$ cat config.mk
export PLATFORM = sky130hd
export DESIGN_NAME = i2s_rx
export DESIGN_NICKNAME = d
export VERILOG_FILES = /design/src/rtl/audio_pkg.sv /design/src/rtl/sync2ff.sv /design/src/rtl/i2s_rx.sv
export SDC_FILE = /design/constraint.sdc
export NUM_CORES = 1
export LEC_CHECK = 0
export ABC_AREA = 1
export ABC_CLOCK_PERIOD_IN_PS = 3000
export CAP_MARGIN = 20
export CORE_UTILIZATION = 40
export CTS_CLUSTER_DIAMETER = 100
export DETAILED_ROUTE_END_ITERATION = 6
export PLACE_DENSITY_LB_ADDON = 0.05
export SKIP_LAST_GASP = 1
export SYNTH_ARGS = -nofsm -noshare
export SYNTH_HDL_FRONTEND = slang
export SYNTH_SLANG_ARGS = --single-unit
export TNS_END_PERCENT = 20
$ cat constraint.sdc
create_clock -name clk -period 3 [get_ports clk]
set_input_delay 0.45 -clock clk [delete_from_list [all_inputs] [get_ports clk]]
set_output_delay 0.45 -clock clk [all_outputs]
set_load 0.005 [all_outputs]
$ cat src/rtl/audio_pkg.sv
// Shared audio-path definitions used by the I2S receiver and the DAC interface.
// Sample width, channel encoding on LRCK and the word-tracking state enum.
package audio_pkg;

  localparam int I2S_WORD_W = 24;

  localparam logic CH_LEFT  = 1'b0;
  localparam logic CH_RIGHT = 1'b1;

  typedef enum logic [1:0] {
    SYNC  = 2'd0,
    LEFT  = 2'd1,
    RIGHT = 2'd2
  } i2s_state_t;

endpackage

$ cat src/rtl/sync2ff.sv
// Two-flop synchroniser for a single asynchronous pin into the clk domain.
module sync2ff (
  input  logic clk,
  input  logic rst,
  input  logic d,
  output logic q
);

  logic meta;

  always_ff @(posedge clk or negedge rst) begin
    if (!rst) begin
      meta <= 1'b0;
      q    <= 1'b0;
    end else begin
      meta <= d;
      q    <= meta;
    end
  end

endmodule

$ cat src/rtl/i2s_rx.sv
// Clock-slave I2S receiver: deserialises left/right words from the ADC pins and
// hands left-justified stereo pairs to the consumer with sticky error flags.
import audio_pkg::*;

module i2s_rx #(
  parameter int WORD_W   = I2S_WORD_W,
  parameter int MIN_BITS = 16
) (
  input  logic              clk,
  input  logic              rst,
  input  logic              enable,
  input  logic              i2s_bck,
  input  logic              i2s_lrck,
  input  logic              i2s_data,
  input  logic              sample_ack,
  input  logic              clear_status,
  output logic [WORD_W-1:0] left_data,
  output logic [WORD_W-1:0] right_data,
  output logic              sample_valid,
  output logic              overrun,
  output logic              frame_error,
  output i2s_state_t        state
);

  logic bck_s, lrck_s, data_s, bck_d;

  sync2ff u_sync_bck  (.clk(clk), .rst(rst), .d(i2s_bck),  .q(bck_s));
  sync2ff u_sync_lrck (.clk(clk), .rst(rst), .d(i2s_lrck), .q(lrck_s));
  sync2ff u_sync_data (.clk(clk), .rst(rst), .d(i2s_data), .q(data_s));

  always_ff @(posedge clk or negedge rst) begin
    if (!rst) bck_d <= 1'b0;
    else      bck_d <= bck_s;
  end

  logic bck_rise;
  assign bck_rise = bck_s & ~bck_d;

  logic              lrck_prev;
  logic [4:0]        bitcnt;
  logic [WORD_W-1:0] sh_l, sh_r, left_hold;

  // Word-end datapath: the bit on the LRCK-changing edge is the LSB of the old word.
  logic [4:0]        cnt_next;
  logic              word_end, short_word;
  logic [WORD_W-1:0] ch_shreg, shin, word_final;
  logic [5:0]        word_bits, shamt;

  always_comb begin
    cnt_next   = (bitcnt == 5'd31) ? 5'd31 : bitcnt + 5'd1;
    word_end   = bck_rise && (lrck_s != lrck_prev);
    short_word = {1'b0, cnt_next} < 6'(MIN_BITS);
    ch_shreg   = (lrck_prev == CH_RIGHT) ? sh_r : sh_l;
    shin       = ({1'b0, bitcnt} < 6'(WORD_W)) ? {ch_shreg[WORD_W-2:0], data_s} : ch_shreg;
    word_bits  = ({1'b0, cnt_next} > 6'(WORD_W)) ? 6'(WORD_W) : {1'b0, cnt_next};
    shamt      = 6'(WORD_W) - word_bits;
    word_final = shin << shamt;
  end

  i2s_state_t state_next;
  logic       capture, load_left, pair_done, ferr_set;

  always_ff @(posedge clk or negedge rst) begin
    if (!rst) state <= SYNC;
    else      state <= state_next;
  end

  always_comb begin
    state_next = state;
    capture    = 1'b0;
    load_left  = 1'b0;
    pair_done  = 1'b0;
    ferr_set   = 1'b0;
    if (!enable) begin
      state_next = SYNC;
    end else if (bck_rise) begin
      case (state)
        SYNC: begin
          if (lrck_prev == CH_RIGHT && lrck_s == CH_LEFT) state_next = LEFT;
        end
        LEFT, RIGHT: begin
          capture = 1'b1;
          if (word_end) begin
            if (short_word) begin
              ferr_set   = 1'b1;
              state_next = SYNC;
            end else if (state == LEFT) begin
              load_left  = 1'b1;
              state_next = RIGHT;
            end else begin
              pair_done  = 1'b1;
              state_next = LEFT;
            end
          end
        end
        default: state_next = SYNC;
      endcase
    end
  end

  always_ff @(posedge clk or negedge rst) begin
    if (!rst) begin
      lrck_prev <= CH_LEFT;
      bitcnt    <= '0;
      sh_l      <= '0;
      sh_r      <= '0;
      left_hold <= '0;
    end else begin
      if (bck_rise) lrck_prev <= lrck_s;
      if (!enable || state == SYNC) begin
        bitcnt <= '0;
        sh_l   <= '0;
        sh_r   <= '0;
      end else if (capture) begin
        if (word_end) begin
          bitcnt <= '0;
          sh_l   <= '0;
          sh_r   <= '0;
        end else begin
          bitcnt <= cnt_next;
          if (lrck_prev == CH_RIGHT) sh_r <= shin;
          else                       sh_l <= shin;
        end
      end
      if (load_left) left_hold <= word_final;
    end
  end

  // Handshake: a pair is offered while sample_valid=1 and data holds still; it is
  // consumed at any clk edge where sample_ack=1, and a pair completing on that same
  // edge replaces it directly. Ack with nothing pending has no effect.
  logic ovr_set;
  assign ovr_set = pair_done && sample_valid && !sample_ack;

  always_ff @(posedge clk or negedge rst) begin
    if (!rst) begin
      left_data    <= '0;
      right_data   <= '0;
      sample_valid <= 1'b0;
      overrun      <= 1'b0;
      frame_error  <= 1'b0;
    end else begin
      if (pair_done && (!sample_valid || sample_ack)) begin
        left_data    <= left_hold;
        right_data   <= word_final;
        sample_valid <= 1'b1;
      end else if (sample_ack) begin
        sample_valid <= 1'b0;
      end
      overrun     <= (overrun && !clear_status) || ovr_set;
      frame_error <= (frame_error && !clear_status) || ferr_set;
    end
  end

endmodule

==> impl_results.md, run 1 <==
* Outcome: complete, but fails checks
* Violations in the final reports: hold timing
* Final setup TNS at 0 ps
* Fin cells at 1306
* Family with the most delay on the worst path: buffers and inverters
* Achievable Freq at 392 MHz
* HPWL Detailed at 14.2 mm
* Largest vdd supply drop at 0.000365 V
* Gr usage total at between 20% and 30%
* Endpoint kind of the worst setup timing path: register
* Worst Setup Slack, final at 448 ps
* Number of hold violations in the final report at 4
* Post-route ant nets at 0
* Detailed Route WL at 20.0 mm
* Top Ports at slightly above 60
* Via count normalized by instance count at 5.15
* Library cell appearing most often on the critical path: sky130_fd_sc_hd__buf_4
* Kind of start point of the critical path: register
* Final Critical Period at between 2000 and 3000 ps
* Gate count after technology mapping at 1013
* Unrepaired setup endpoints after global routing: no
* Reg-to-Reg End: sh_r[20]
* Most area-hungry cell type in the Yosys netlist: sky130_fd_sc_hd__dfrtp_1
* FF+latch area at about 0.0035 sq mm
* Initial core utilization at roughly two fifths
* Top_reg_cell synth: sky130_fd_sc_hd__dfrtp_1
* Die Span X at 137 um
* Slack of the worst reg-to-reg path at 450 ps
* First-pass GRT wire length at roughly 33 mm
* Remaining DRCs at 0
* Max-slew headroom at a little over half
* Initial antenna violation count at 0
* Area of the multi-input gates at 0.00340 sq mm
* Setup clock skew after layout at 5.82 ps
* Tcrit/Tclk final at a little under nine tenths
* Number of clock sinks at between 100 and 150
* Buffer type at the clock tree root: sky130_fd_sc_hd__clkbuf_16
* Total of buffers placed on input and output ports at 60
* Std cell rows at 49
* Floorplan Core Area at between 0.015 and 0.02 sq mm
* Final Slew Violations at 0
* Pwr per Cell Area at 508 mW/mm^2
* Final-stage net count at 1078
* Top cells by instance count after synthesis: 444 x sky130_fd_sc_hd__nand2_1, 198 x sky130_fd_sc_hd__nand3_1, 138 x sky130_fd_sc_hd__dfrtp_1
* Final setup violation count at 0
* Maximum Capacitance Violations at 0
* Total power consumption of the routed design at ~0.0045 W
* Top post-synthesis cells by area: sky130_fd_sc_hd__dfrtp_1 47%, sky130_fd_sc_hd__nand2_1 23%, sky130_fd_sc_hd__nand3_1 13%
* Worst setup slack after placement at 453 ps
* Unique cell type count in the Yosys netlist at 32
* # placed instances at 1274
* Crit-path cells: buf_4 > ha_1 > nor2_1 > inv_1 > nand2_1 > buf_4 > o21ai_1 > inv_2 > o21ai_0
* Path class of the lowest-slack min-delay path: in2async
* Portion of synthesized cell area occupied by the leading cell type at 47.0%
* Logic depth of the worst register-to-register path at 9
* Worst path buffer plus inverter count at 4
* Crit-path max cell delay at roughly 470 ps
* Lkg Pwr at 4.37 nW
* Critical path type: reg2reg
* CTS HTree Levels at 4
* Slowest stage cell, crit path: sky130_fd_sc_hd__dfrtp_1
* Warnings, synthesis at 0
* Total via count after detailed routing at 6732
* Mean area per synthesized cell at 7.25 sq um
* Share of post-route cells with drive strength above 1 at 7.43%
* Data required time at the worst endpoint at approximately 3300 ps
* Count of buffers added by post-CTS timing repair for setup at 0
* Clock buffers created by TritonCTS at 17
* Overall die area at 0.0189 sq mm
* CTS tree: done
* Via count of the first global-routing pass at 6269
* Die height at 137 um
* Hold Slack at -6.45 ps
* Relative area change from synthesis to final layout at 19.5%
* Number of synthesized flops with an enable pin at 0
* Data arrival time of the worst path at 2830 ps
* Transition time of the tightest slew-check pin at between 600 and 700 ps
* Proportion of register bits with asynchronous set or reset after synthesis at 100%
* Netlist Area Pre-Place at 0.00734 sq mm
* Number of hold buffers added after CTS at 0
* Count of inserted antenna diode cells at 0
* Top-count cell post-synth: sky130_fd_sc_hd__nand2_1
* Per-cell routed wire length at 15.3 um
* Portion of the post-synthesis area used by sequential elements at around 47%
* Layout filler cell count at 1849
* Final Wtd Congestion at 0.914
* Number of synthesized register bits at 138
* Maximum number of pins on one net before global-route repair at 66
* Fraction of the core area covered by cells at the end of the flow at 48.8%
* Resize count post-CTS at 0
* Maximum buffer depth of the clock tree at 2
* Clock network latency to the later pin of the worst-skew pair at 420 ps
* Number of nets produced by synthesis at 1027
* Clock-pin slew on the worst setup and hold paths at 60 ps
* Startpoint of the worst register-to-register path: lrck_prev
* Largest fanout on the critical path at 27
* Length of the first detailed-routing pass in iterations at 5
* Initial DRC count at 522
* Congestion Overflow GR at 0
==> registers in the layout, summed over array words and instances (netlist names), 2 cells and up <==
| name | flops |
|---|---|
| sh_r | 24 |
| left_hold | 24 |
| state | 2 |
| left_data | 24 |
| right_data | 24 |
| bitcnt | 5 |
| sh_l | 24 |
==> cells by family (layout without fill, tap and decap cells) <==
logic type	count (synthesis)	count (layout)	share of synthesized area (%)
AOI/OAI and AO/OA	67	67	4.99
xor gates and xnor gates	2	2	0.597
adders and majority gates	6	6	1.02
buffers and inverters	104	168	6.65
DFF	138	138	47.0
and+or+nand+nor	696	696	39.7
==> worst max-delay path by stage <==
stage | startpoint | to | slack, ps | cells after the start
2_1_floorplan | bitcnt[4] | right_data[11] | 780 | 15
3_3_place_gp | lrck_prev | sh_r[20] | 460 | 9
3_5_place_dp | lrck_prev | sh_r[20] | 450 | 9
4_1_cts | lrck_prev | sh_r[20] | 420 | 9
5_1_grt | lrck_prev | sh_r[20] | 250 | 9
6_report | lrck_prev | sh_r[20] | 450 | 9
==> per-stage QoR <==
step	hold slack (ps)	cell area, sq um
floorplan	154	7340
global placement	331	8130
CTS	5.19	8770
global route	29.4	8770
detailed placement	336	8130
finish	-6.45	8770
==> area by class of cell <==
type | count | share of cell area, %
clock buffers | 18 | 5.01
inverters | 54 | 2.34
well taps | 229 | 3.27
repair buffers | 82 | 8.89
clock inverters | 14 | 2.35
multi-input cells | 771 | 38.8
flip-flops and latches | 138 | 39.4
==> routing by layer <==
metal / track usage (%) / vias to the layer above / part of all wire [%]
met3: 3.64 / 27 / 4.4
li1: - / 3379 / -
met5: 0 / - / 0
met4: 7.57 / 0 / 1.5
met2: 34.9 / 184 / 45
met1: 32.5 / 3142 / 49
==> placed cells by master (no fill, tap or decap), drive strengths merged <==
master / n
nor2: 44
o32ai: 1
inv: 58
o21ai: 50
buf: 23
clkinv: 3
bufinv: 4
nand2: 447
dfrtp: 138
clkbuf: 18
o211ai: 1
o22ai: 7
clkdlybuf4s50: 59
a21oi: 7
xnor2: 1
clkinvlp: 3
nand4: 2
a221oi: 1
nand3: 200
nor3: 2
ha: 6
and2: 1
xor2: 1
==> power breakdown <==
group / total (W) / internal, W / switching, W
clock network: 0.00231 / 0.00143 / 0.000878
registers: 0.00189 / 0.00188 / 0.0000114
logic: 0.000249 / 0.0000652 / 0.000184
total: 0.00445 / 0.00338 / 0.00107
No activity file was read; power rests on OpenSTA's default activity.
==> run 2: changes to the inputs <==
--- a/config.mk
+++ b/config.mk
@@ -8,7 +8,7 @@
 export ABC_AREA = 1
 export ABC_CLOCK_PERIOD_IN_PS = 3000
 export CAP_MARGIN = 20
-export CORE_UTILIZATION = 40
+export CORE_UTILIZATION = 59
 export CTS_CLUSTER_DIAMETER = 100
 export DETAILED_ROUTE_END_ITERATION = 6
 export PLACE_DENSITY_LB_ADDON = 0.05
==> run 2 against run 1 <==
  * Core utilization rose by 23 points
  * Fmax fell by 3.9%
  * First-iteration DRC count rose by 45%
  * Routed wire length fell by 5.6%
  * Critical endpoint is now right_data[20]
  * Flip-flop and latch count did not move
  * Clock power barely moved
  * The run now ends clean
  * Non-clock buffer count fell by 4
  * Critical path type unchanged
  * Setup slack got worse by 100 ps
  * Global-route usage rose by 8.6 points
  * Final area fell by 1.3%
  * Via count rose by 2.9%
  * Clock skew barely moved
==> impl_results.md, run 2 (synthesis results as in run 1) <==
* Total of buffers placed on input and output ports at 60 (unchanged)
* Number of clock sinks at 138 (unchanged)
* Largest fanout on the critical path at 21 (was 27)
* Length of the first detailed-routing pass in iterations at 5 (unchanged)
* Startpoint of the worst register-to-register path: bitcnt[0] (was lrck_prev)
* Maximum Capacitance Violations at 0 (unchanged)
* Initial DRC count at 755 (was 522)
* Tcrit/Tclk final at 88.5% (was 85.1%)
* Die height at 114 um (was 137 um)
* Kind of start point of the critical path: register (unchanged)
* Count of inserted antenna diode cells at 0 (unchanged)
* Library cell appearing most often on the critical path: sky130_fd_sc_hd__nand2_1 (was sky130_fd_sc_hd__buf_4)
* Outcome: finished clean (was complete, but fails checks)
* Final setup violation count at 0 (unchanged)
* Logic depth of the worst register-to-register path at 11 (was 9)
* Achievable Freq at 376 MHz (was 392 MHz)
* Metal-1 WL at 8.47 mm (was 9.88 mm)
* Hold Slack at 11.5 ps (was -6.45 ps)
* Most used cells in the layout excluding fill and tap cells: 444 x sky130_fd_sc_hd__nand2_1, 198 x sky130_fd_sc_hd__nand3_1, 138 x sky130_fd_sc_hd__dfrtp_1 (unchanged)
* Critical path destination: right_data[20] (was sh_r[20])
* Initial antenna violation count at 0 (unchanged)
* Path class of the lowest-slack min-delay path: in2async (unchanged)
* Gr usage total at 31.3% (was 22.8%)
* Top Ports at 61 (unchanged)
* Reg-to-Reg End: right_data[20] (was sh_r[20])
* Remaining DRCs at 0 (unchanged)
* Final Wtd Congestion at 0.933 (was 0.914)
* Per-cell routed wire length at 15.2 um (was 15.3 um)
* Floorplan Core Area at 0.0121 sq mm (was 0.0180 sq mm)
* Via count normalized by instance count at 5.59 (was 5.15)
* Routed length on met3 at 1.20 mm (was 890 um)
* Maximum number of pins on one net before global-route repair at 66 (unchanged)
* Buffer type at the clock tree root: sky130_fd_sc_hd__clkbuf_16 (unchanged)
* CTS tree: done (unchanged)
* Clock buffers created by TritonCTS at 17 (unchanged)
* Endpoint kind of the worst setup timing path: register (unchanged)
* Post-route ant nets at 0 (unchanged)
* Initial core utilization at 60.9% (was 40.9%)
* Relative area change from synthesis to final layout at 18.0% (was 19.5%)
* Maximum buffer depth of the clock tree at 2 (unchanged)
* Transition time of the tightest slew-check pin at 1040 ps (was 695 ps)
* HPWL Detailed at 12.9 mm (was 14.2 mm)
* Crit-path cells: ha_1 > nand2_1 > ha_1 > xnor2_4 > buf_4 > nand3_1 > nand3_1 > nand2_1 > nor2_1 > nand2_1 > nand2_1 (was buf_4 > ha_1 > nor2_1 > inv_1 > nand2_1 > buf_4 > o21ai_1 > inv_2 > o21ai_0)
* Clock-pin slew on the worst setup and hold paths at 60 ps (about the same)
* First-pass GRT wire length at 31.5 mm (was 33.1 mm)
* Largest vdd supply drop at 0.000420 V (was 0.000365 V)
* Share of post-route cells with drive strength above 1 at 6.72% (was 7.43%)
* Congestion Overflow GR at 0 (unchanged)
* Data arrival time of the worst path at 3010 ps (was 2830 ps)
* Number of hold violations in the final report at 0 (was 4)
* Data required time at the worst endpoint at 3350 ps (was 3280 ps)
* Std cell rows at 40 (was 49)
* Die Span X at 114 um (was 137 um)
* Final-stage net count at 1074 (was 1078)
* Pwr per Cell Area at 510 mW/mm^2 (was 508 mW/mm^2)
* Clock network latency to the later pin of the worst-skew pair at 420 ps (about the same)
* Crit path launch: bitcnt[0] (was lrck_prev)
* Resize count post-CTS at 0 (unchanged)
* Crit-path max cell delay at 570 ps (was 470 ps)
* Number of hold buffers added after CTS at 0 (unchanged)
* CTS HTree Levels at 4 (unchanged)
* Final setup TNS at 0 ps (unchanged)
* Lkg Pwr at 4.35 nW (was 4.37 nW)
* Via count of the first global-routing pass at 6375 (was 6269)
* Total via count after detailed routing at 6928 (was 6732)
* Critical path type: reg2reg (unchanged)
* Slowest stage cell, crit path: sky130_fd_sc_hd__xnor2_4 (was sky130_fd_sc_hd__dfrtp_1)
* Commonest non-fill, non-tap cell in the layout: sky130_fd_sc_hd__nand2_1 (unchanged)
* Final Critical Period at 2660 ps (was 2550 ps)
* Detailed route wirelength on metal2 at 8.83 mm (was 8.95 mm)
* Slack of the worst reg-to-reg path at 340 ps (was 450 ps)
* Final Slew Violations at 0 (unchanged)
* Setup clock skew after layout at 5.50 ps (was 5.82 ps)
* Count of buffers added by post-CTS timing repair for setup at 0 (unchanged)
* Unrepaired setup endpoints after global routing: no (unchanged)
* Max Used Layer: met4 (unchanged)
* Max-slew headroom at 30.6% (was 53.6%)
* Overall die area at 0.0129 sq mm (was 0.0189 sq mm)
* Detailed Route WL at 18.9 mm (was 20.0 mm)
-- run 2: where the power goes --
part           leakage [nW]  switching [W]  internal (W)
combinational          2.18       0.000179     0.0000640
clock                 0.304       0.000783       0.00150
sequential             1.87      0.0000130       0.00188
total                  4.35       0.000976       0.00344
-- run 2: layout make-up --
cell class | instances | area, sq um
well taps | 168 | 210
flip-flops and latches | 138 | 3450
repair buffers | 78 | 749
inverters | 54 | 205
clock buffers | 21 | 450
clock inverters | 10 | 191
fillers | 996 | 3400
multi-input cells | 771 | 3400
-- run 2: worst min-delay path by stage --
| stage | end | cells after the start |
|---|---|---|
| after floorplan | bck_d | 0 |
| after global placement | u_sync_data.q | 0 |
| after detailed placement | u_sync_lrck.q | 0 |
| after CTS | left_data[16] | 1 |
| after global routing | left_data[18] | 1 |
| final | left_data[20] | 1 |
-- run 2: per-stage QoR --
step,area (sq um),power (W),instances,setup slack [ps],utilization (%)
floorplan,7340,0.00207,1013,780,-
global placement,8020,0.00217,1209,440,66.5
detailed placement,8020,0.00217,1209,433,66.5
CTS,8660,0.00444,1240,404,71.8
global route,8660,0.00455,1240,246,71.8
finish,8660,0.00442,1240,344,71.8
-- run 2: critical path: cells and delay by family (launching register included) --
| kind | cells | cell delay, ps |
|---|---|---|
| AND/OR/NAND/NOR | 7 | 710 |
| adder cells (fa/ha/maj) | 2 | 630 |
| XOR/XNOR | 1 | 570 |
| flip-flops | 1 | 420 |
| buffers and inverters | 1 | 250 |
-- run 2: routing by layer --
metal	global-route usage (%)	up-vias
met3	4.78	35
met2	48.7	286
li1	-	3374
met5	0	-
met1	44.2	3233
met4	12.7	0
